===== src/rtl/fifo_wr_arbiter_if.sv =====
// Write-port bundle between the requesters, the arbiter and the FIFO producer side.
// The master modport is the arbiter's view; slave is the requester/FIFO view.
interface fifo_wr_arbiter_if #(
  parameter int unsigned N_REQ      = 4,
  parameter int unsigned DATA_WIDTH = 8
);
  localparam int unsigned ID_WIDTH = (N_REQ > 1) ? $clog2(N_REQ) : 1;

  logic [N_REQ-1:0]            req;
  logic [N_REQ*DATA_WIDTH-1:0] wdata;
  logic                        full;
  logic [N_REQ-1:0]            grant;
  logic [ID_WIDTH-1:0]         owner;
  logic                        busy;
  logic                        w_en;
  logic [DATA_WIDTH-1:0]       w_data;

  modport master (
    input  req, wdata, full,
    output grant, owner, busy, w_en, w_data
  );

  modport slave (
    output req, wdata, full,
    input  grant, owner, busy, w_en, w_data
  );
endinterface


===== src/rtl/fifo_wr_arbiter.sv =====
// Round-robin arbiter with burst locking for the async-FIFO write port.
// The owner keeps the port for up to MAX_BURST beats; one idle cycle separates bursts.
module fifo_wr_arbiter #(
  parameter int unsigned N_REQ      = 4,
  parameter int unsigned DATA_WIDTH = 8,
  parameter int unsigned MAX_BURST  = 4
) (
  input  logic               clk,
  input  logic               w_rst,
  fifo_wr_arbiter_if.master  bus
);
  localparam int unsigned ID_WIDTH  = (N_REQ > 1) ? $clog2(N_REQ) : 1;
  localparam int unsigned CNT_WIDTH = $clog2(MAX_BURST + 1);

  typedef enum logic {IDLE, BURST} state_t;

  state_t                state_q, state_d;
  logic [N_REQ-1:0]      grant_q, grant_d;
  logic [ID_WIDTH-1:0]   owner_q, owner_d;
  logic [ID_WIDTH-1:0]   last_q, last_d;
  logic [CNT_WIDTH-1:0]  cnt_q, cnt_d;

  logic                  found_c;
  logic [ID_WIDTH-1:0]   pick_c;
  logic                  xfer_c;
  logic [DATA_WIDTH-1:0] slice [N_REQ];

  for (genvar i = 0; i < N_REQ; i++) begin : g_slice
    assign slice[i] = bus.wdata[i*DATA_WIDTH +: DATA_WIDTH];
  end

  // Rotating priority search starting just after the last owner.
  always_comb begin
    int unsigned idx;
    found_c = 1'b0;
    pick_c  = '0;
    idx     = 0;
    for (int unsigned k = 1; k <= N_REQ; k++) begin
      idx = (32'(last_q) + k) % N_REQ;
      if (!found_c && bus.req[ID_WIDTH'(idx)]) begin
        found_c = 1'b1;
        pick_c  = ID_WIDTH'(idx);
      end
    end
  end

  // A beat moves only while the owner still requests and the FIFO has room.
  assign xfer_c     = (state_q == BURST) & bus.req[owner_q] & ~bus.full;
  assign bus.w_en   = xfer_c;
  assign bus.w_data = (|grant_q) ? slice[owner_q] : '0;
  assign bus.grant  = grant_q;
  assign bus.owner  = owner_q;
  assign bus.busy   = (state_q == BURST);

  always_ff @(posedge clk or negedge w_rst) begin
    if (!w_rst) begin
      state_q <= IDLE;
      grant_q <= '0;
      owner_q <= '0;
      last_q  <= ID_WIDTH'(N_REQ - 1);
      cnt_q   <= '0;
    end else begin
      state_q <= state_d;
      grant_q <= grant_d;
      owner_q <= owner_d;
      last_q  <= last_d;
      cnt_q   <= cnt_d;
    end
  end

  always_comb begin
    state_d = state_q;
    grant_d = grant_q;
    owner_d = owner_q;
    last_d  = last_q;
    cnt_d   = cnt_q;
    unique case (state_q)
      IDLE: begin
        if (found_c) begin
          state_d = BURST;
          grant_d = N_REQ'(1) << pick_c;
          owner_d = pick_c;
          cnt_d   = '0;
        end
      end
      BURST: begin
        // Release on the final beat or when the owner withdraws its request.
        if ((xfer_c && (cnt_q == CNT_WIDTH'(MAX_BURST - 1))) || !bus.req[owner_q]) begin
          state_d = IDLE;
          grant_d = '0;
          owner_d = '0;
          last_d  = owner_q;
          cnt_d   = '0;
        end else if (xfer_c) begin
          cnt_d = cnt_q + CNT_WIDTH'(1);
        end
      end
      default: state_d = IDLE;
    endcase
  end
endmodule


===== src/flat_wrapper.sv =====
// flat-port wrapper written by rule: the top's interface ports become plain ports
module fifo_wr_arbiter_flat 
#(
  parameter int unsigned N_REQ      = 4,
  parameter int unsigned DATA_WIDTH = 8,
  parameter int unsigned MAX_BURST  = 4
)
  (clk, w_rst, bus_req, bus_wdata, bus_full, bus_grant, bus_owner, bus_busy, bus_w_en, bus_w_data);
  fifo_wr_arbiter_if #(.N_REQ(N_REQ), .DATA_WIDTH(DATA_WIDTH)) bus_i ();
  input  logic clk;
  input  logic w_rst;
  input wire logic [$bits(bus_i.req)-1:0] bus_req;
  input wire logic [$bits(bus_i.wdata)-1:0] bus_wdata;
  input wire logic [$bits(bus_i.full)-1:0] bus_full;
  output wire logic [$bits(bus_i.grant)-1:0] bus_grant;
  output wire logic [$bits(bus_i.owner)-1:0] bus_owner;
  output wire logic [$bits(bus_i.busy)-1:0] bus_busy;
  output wire logic [$bits(bus_i.w_en)-1:0] bus_w_en;
  output wire logic [$bits(bus_i.w_data)-1:0] bus_w_data;
  assign bus_i.req = bus_req;
  assign bus_i.wdata = bus_wdata;
  assign bus_i.full = bus_full;
  assign bus_grant = bus_i.grant;
  assign bus_owner = bus_i.owner;
  assign bus_busy = bus_i.busy;
  assign bus_w_en = bus_i.w_en;
  assign bus_w_data = bus_i.w_data;
  fifo_wr_arbiter #(.N_REQ(N_REQ), .DATA_WIDTH(DATA_WIDTH), .MAX_BURST(MAX_BURST)) u_core (.clk(clk), .w_rst(w_rst), .bus(bus_i));
endmodule

===== config.mk =====
export PLATFORM = sky130hd
export DESIGN_NAME = fifo_wr_arbiter_flat
export DESIGN_NICKNAME = d
export VERILOG_FILES = /design/src/rtl/fifo_wr_arbiter_if.sv /design/src/rtl/fifo_wr_arbiter.sv /design/src/flat_wrapper.sv
export SDC_FILE = /design/constraint.sdc
export NUM_CORES = 1
export LEC_CHECK = 0
export ABC_AREA = 1
export BUFFER_PORTS_ARGS = -buffer_cell sky130_fd_sc_hd__clkbuf_2
export CAP_MARGIN = 20
export CORE_UTILIZATION = 37
export DETAILED_ROUTE_END_ITERATION = 16
export HOLD_SLACK_MARGIN = 0.08
export PLACE_DENSITY_LB_ADDON = 0.15
export REMOVE_ABC_BUFFERS = 1
export SETUP_SLACK_MARGIN = 0.15
export SLEW_MARGIN = 10
export SYNTH_ARGS = -nofsm -noshare
export SYNTH_HDL_FRONTEND = slang
export SYNTH_SLANG_ARGS = --single-unit

===== constraint.sdc =====
create_clock -name clk -period 1.7 [get_ports clk]
set_input_delay 0.085 -clock clk [delete_from_list [all_inputs] [get_ports clk]]
set_output_delay 0.085 -clock clk [all_outputs]
set_load 0.1 [all_outputs]

# Word-level counts from Yosys, hierarchy flattened
# Cells that the tools add are included.
dict set report word_totals {
  register_bits 12
  out_inout_bits 16
  in_bits 39
}
dict set report op_classes {
  shifts 1
  bitwise 5
  n_mux 35
  n_reduce_logical 13
  n_addsub 5
  n_eq_ne 4
  magnitude_cmp 6
}
# operator count
set ops {}
lappend ops {{2-to-1 mux 8 bit} 3}
lappend ops {{binary-select mux 8 bit (select 2 bit)} 1}
lappend ops {{< comparator 2 x 3 -> 1 bit, second input constant} 5}
lappend ops {{2-to-1 mux 2 bit} 6}
lappend ops {{2-to-1 mux 1 bit} 11}
lappend ops {{binary-select mux 1 bit (select 2 bit)} 5}
lappend ops {{2-to-1 mux 3 bit} 3}
lappend ops {{2-to-1 mux 4 bit} 2}
lappend ops {{case mux 4 bit (2 select lines)} 1}
lappend ops {{case mux 3 bit (2 select lines)} 1}
lappend ops {{AND reduction 2 bit} 3}
lappend ops {{adder 2 x 1 -> 2 bit, second input constant} 2}
lappend ops {{adder 2 bit, second input constant} 2}
lappend ops {{logical AND 1 bit} 4}
lappend ops {{zero test 1 bit} 4}
lappend ops {{case mux 2 bit (2 select lines)} 1}
lappend ops {{OR reduction 4 bit} 1}
lappend ops {{left shift 1 x 2 -> 4 bit, first input constant} 1}
lappend ops {{adder 3 x 1 -> 3 bit, second input constant} 1}
lappend ops {{equality test 3 x 2 -> 1 bit, second input constant} 1}
lappend ops {{>= comparator 3 bit, second input constant} 1}
lappend ops {{inequality test 3 bit, second input constant} 1}
lappend ops {{NOT 2 -> 3 bit} 1}
lappend ops {{AND 1 bit} 2}
lappend ops {{5 further kinds} 6}

# Depth between registers and ports, before layout
dict set report logic_depth {
  word_depth 16
  depth_mapped 13
  ltp_nobuf 12
}

# Least setup slack after synthesis
# OpenSTA, ideal clock, no wires.
dict set report synth_path {
  kind {register to output}
  from {register u_core.owner_q[1], in the netlist u_core.bus.owner[1]}
  to {output bus_w_data[0]}
  stages_incl_launch_ff 7
  t_arrival_ns 3.130
  setup_slack_ns -1.515
  cell_sequence {dfrtp_1 buf_2 inv_1 clkbuf_1 nor2_1 o21ai_0 a21oi_1}
}
dict set report synth_via {
  elab_chain_cells 5
}
# element line_no
set synth_lines {}
lappend synth_lines {{start: declaration} fifo_wr_arbiter.sv:19} ;# logic [ID_WIDTH-1:0] owner_q, owner_d;
lappend synth_lines {{start signal: assignment} fifo_wr_arbiter.sv:65} ;# owner_q <= owner_d;
lappend synth_lines {{NOT 2 -> 3 bit (not written as such)} fifo_wr_arbiter.sv:50} ;# assign bus.w_data = (|grant_q) ? slice[owner_q] : '0;
lappend synth_lines {{binary-select mux 8 bit (select 2 bit)} fifo_wr_arbiter.sv:50}
lappend synth_lines {{2-to-1 mux 8 bit (not written as such) (2 in a row)} fifo_wr_arbiter.sv:50}
lappend synth_lines {{2-to-1 mux 8 bit} fifo_wr_arbiter.sv:50}
lappend synth_lines {{end: declaration} flat_wrapper.sv:19} ;# output wire logic [$bits(bus_i.w_data)-1:0] bus_w_data;
# No other way between the ends. The select of a mux whose other input is x is not followed.

# Worst setup path in the final report
dict set report layout_path {
  from {register u_core.last_q[0]}
  to {register u_core.grant_q[0], in the netlist u_core.bus.grant[0]}
}
dict set report layout_via {
  elab_chain_cells 16
}
# element line_no
set layout_lines {}
lappend layout_lines {{start: declaration} fifo_wr_arbiter.sv:20} ;# logic [ID_WIDTH-1:0] last_q, last_d;
lappend layout_lines {{start signal: assignment} fifo_wr_arbiter.sv:60} ;# last_q <= ID_WIDTH'(N_REQ - 1);
lappend layout_lines {{start signal: assignment} fifo_wr_arbiter.sv:66} ;# last_q <= last_d;
lappend layout_lines {{adder 2 x 1 -> 2 bit} fifo_wr_arbiter.sv:39} ;# idx = (32'(last_q) + k) % N_REQ;
lappend layout_lines {{binary-select mux 1 bit (select 2 bit)} fifo_wr_arbiter.sv:40} ;# if (!found_c && bus.req[ID_WIDTH'(idx)]) begin
lappend layout_lines {{2-to-1 mux 1 bit (not written as such)} fifo_wr_arbiter.sv:40}
lappend layout_lines {{2-to-1 mux 1 bit} fifo_wr_arbiter.sv:40}
lappend layout_lines {{zero test 1 bit} fifo_wr_arbiter.sv:40}
lappend layout_lines {{logical AND 1 bit} fifo_wr_arbiter.sv:40}
lappend layout_lines {{2-to-1 mux 1 bit} fifo_wr_arbiter.sv:40}
lappend layout_lines {{zero test 1 bit} fifo_wr_arbiter.sv:40}
lappend layout_lines {{logical AND 1 bit} fifo_wr_arbiter.sv:40}
lappend layout_lines {{2-to-1 mux 1 bit} fifo_wr_arbiter.sv:40}
lappend layout_lines {{zero test 1 bit} fifo_wr_arbiter.sv:40}
lappend layout_lines {{logical AND 1 bit} fifo_wr_arbiter.sv:40}
lappend layout_lines {{2-to-1 mux 2 bit} fifo_wr_arbiter.sv:40}
lappend layout_lines {{left shift 1 x 2 -> 4 bit} fifo_wr_arbiter.sv:81} ;# grant_d = N_REQ'(1) << pick_c;
lappend layout_lines {{2-to-1 mux 4 bit} fifo_wr_arbiter.sv:79} ;# if (found_c) begin
lappend layout_lines {{case mux 4 bit (2 select lines)} fifo_wr_arbiter.sv:77} ;# unique case (state_q)
lappend layout_lines {{end signal: assignment} fifo_wr_arbiter.sv:64} ;# grant_q <= grant_d;
lappend layout_lines {{end: declaration} fifo_wr_arbiter.sv:18} ;# logic [N_REQ-1:0] grant_q, grant_d;
# Several ways; a longest one is shown, not always the timed one. The select of a mux whose other input is x is not followed.
# A chain may end at the register's enable or synchronous reset.

==> impl_metrics.ini <==
[run_status]
outcome = completed

[layout]
drive_above_1_share = 0.531
syn2layout_area_growth_pct = 64.3
nFillCells = 265
insertedDiodeCount = 0
fin_nets = 298

[setup_path]
crit_start = u_core.last_q[0]
crit_type = reg -> reg
cp_data_required_time_ns = 1.87
rrSetupSlack_ns = 0.07
start_kind = flop
max_stage_delay_ns = 0.56
worstRegToRegCells = 12
cp_cell_sequence = buf_12 -> inv_12 -> nand2_1 -> nand3_1 -> nand2_4 -> nor2_8 -> nand3b_4 -> nand2_8 -> nand2_4 -> inv_2 -> nand2_1 -> nand2_1
crit_slowest_cell = dfstp_2
cp-end-kind = flop
critical_path.top_delay_family = simple AND/OR/NAND/NOR gates
r2r_start = u_core.last_q[0]
r2r-end = u_core.bus.grant[0]
worst-endpoint-arrival_ns = 1.80
crit_top_cell = nand2_1
path_max_fanout = 8
cp.buffers_inverters = 3

[timing]
max_slew_margin = 0.642
setup_viol = 0
setup_ws_ns = 0.0723
hold_viol = 0
min_period_ns = 1.63
max_freq_mhz = 614
final_max_slew_viol_count = 0
rsz0062_at_grt = true
period_share = 0.957
worst_pin_slew_ns = 0.540
fin_skew_ns = 0.00476

[grt]
grt_antenna_before_repair = 0
grt_first_pass_wirelength_um = 5250
grt_start_max_net_pins = 16
track_usage = 0.191
grt-ovfl-total = 0
grt_pass1_vias = 1271

[synthesis]
synth.area.mux_share = 0
syn-cell-area_sq_um = 1240
yosysSeqAreaShare = 0.243
synth_fa_ha_area_frac = 0.0201
ys_warn_count = 0
synth-compound-area-share = 0.176
synthCells = 185
synth_xor_area_frac = 0
synth_top_area_frac = 0.201
synth_simple_gate_area_frac = 0.468
synth_area_leaders = dfrtp_1 20%, nor2_1 11%, nand2_1 9.9%
ys_ff_latch = 12
syn_avg_cell_area_sq_um = 6.73
synth_top_family_by_area = simple AND/OR/NAND/NOR gates
yosysTopAreaCell = dfrtp_1
synth.distinct_cells = 26

[clock_network]
cts_buffer_depth = 2
clock-sinks = 12
cts_buffers = 3
cts.htree.levels = 1
clock_latency_ns = 0.27
path_clk_slew_ns = 0.08
root_buffer = clkbuf_4
cts_tree = built

[routing]
drtIter0Drc = 37
wire_per_inst_um = 11.2
drt_wl_total_um = 3360
drt_first_pass_iters = 4
drcViolationCount = 0
antenna_left = 0
vias_per_cell = 4.74
vias = 1422

[placed_design]
dp_slack_ns = 0.0494
gp_congestion = 0.762
port_buffers = 54
hpwl_um = 2480

[die]
pin_count = 55
design.die.area_sq_um = 3600
design.core.area_sq_um = 3130
die_w_um = 60.0
die_height_um = 60.0
rows = 20
start_util = 0.398

[hold_path]
min_from = bus_full
hold_path_end = u_core.bus.busy
hp-class = in -> reg
holdPathStages = 3

[job]
drv_cap = 0
flip-flops by register name (all words and copies together), names as in the netlist:
register          count
u_core.bus.owner      2
u_core.cnt_q          3
u_core.last_q         2
u_core.bus.grant      4
u_core.bus.busy       1
cell usage after synthesis:
library cell,n
o21ai_0,22
nand4_1,2
nor2_1,36
nand2_2,12
dfstp_2,2
nand2_4,8
inv_1,9
buf_6,3
nand3_2,1
o31ai_4,1
a21oi_1,9
clkbuf_1,3
nor4_1,1
nand3b_1,2
nand2_1,33
buf_2,1
ha_1,2
o21ai_2,4
nor2_8,1
a21boi_0,1
inv_6,1
nand3_1,13
nand3b_4,1
dfrtp_1,10
inv_2,6
nor3_2,1
cells in the final DEF, fill, tap and decap left out, types with 2 or more instances in the layout:
| master | count |
|---|---|
| inv_2 | 4 |
| dfrtp_1 | 9 |
| inv_4 | 3 |
| nand2_2 | 9 |
| buf_6 | 4 |
| o21ai_1 | 10 |
| o21ai_0 | 11 |
| nand2_8 | 2 |
| nand4_1 | 2 |
| clkbuf_2 | 44 |
| a21oi_1 | 3 |
| clkbuf_4 | 3 |
| nand3_2 | 5 |
| a21oi_2 | 5 |
| ha_1 | 2 |
| nand2_4 | 16 |
| nand2_1 | 26 |
| buf_4 | 14 |
| nand3b_1 | 2 |
| buf_12 | 10 |
| o21ai_2 | 5 |
| nand3_1 | 9 |
| inv_1 | 8 |
| dfstp_2 | 2 |
| nor2_1 | 35 |
logic make-up after synthesis:
family	count (synthesis)
AOI/OAI and AO/OA	37
DFF	12
and+or+nand+nor	111
buffers and inverters	23
adders and majority gates	2
worst reg2reg max path, cell delays in order (launching register included):
cell and delay [ns]:
dfstp_2 0.56, buf_12 0.13, inv_12 0.05, nand2_1 0.09, nand3_1 0.12, nand2_4 0.12
nor2_8 0.05, nand3b_4 0.09, nand2_8 0.08, nand2_4 0.09, inv_2 0.04, nand2_1 0.05
nand2_1 0.05
repair_timing:
action / in CTS / in global routing
buffers inserted: 12 / 1
setup endpoints to repair: 19 / 19
pin swaps: 12 / 12
gates resized for setup: 26 / 34
endpoints found under the hold margin: 12 / 0
hold buffers: 1 / 0
final cells by class:
type / instances / area, sq um / area share
multi-input cells: 150 / 975 / 0.476
repair buffers: 74 / 596 / 0.291
flip-flops and latches: 12 / 304 / 0.149
inverters: 16 / 80.1 / 0.0391
well taps: 44 / 55.1 / 0.0269
clock buffers: 4 / 36.3 / 0.0177
worst max path at each step:
stage,end,slack [ns],depth (start not counted)
detailed placement,u_core.bus.grant[0],0.05,12
finish,u_core.bus.grant[0],0.07,12
global route,bus_w_data[2],-0.05,6
CTS,bus_w_data[3],0.08,6
global placement,u_core.bus.grant[0],0.09,12
floorplan,u_core.cnt_q[0],-1.71,6
stage by stage:
step	hold slack, ns	cell area (sq um)	std cells	utilization	setup TNS (ns)
2_1_floorplan	-0.211	1190	178	-	-24.27
3_3_place_gp	-0.0189	1700	282	0.544	0
3_5_place_dp	-0.0168	1700	282	0.544	0
4_1_cts	0.186	1930	299	0.618	0
5_1_grt	0.238	2050	300	0.654	-0.0626
6_report	0.215	2050	300	0.654	0
routing by layer:
metal | GRT usage | part of all wire | vias up
met4 | 0.0399 | 0.0015 | 0
met2 | 0.360 | 0.50 | 52
met1 | 0.224 | 0.44 | 622
li1 | - | - | 746
met3 | 0.0325 | 0.062 | 2
met5 | 0 | 0 | -
Power is left out: the tool's default activity adds up to more than one toggle a clock period on the data nets, which glitch-free logic cannot reach.
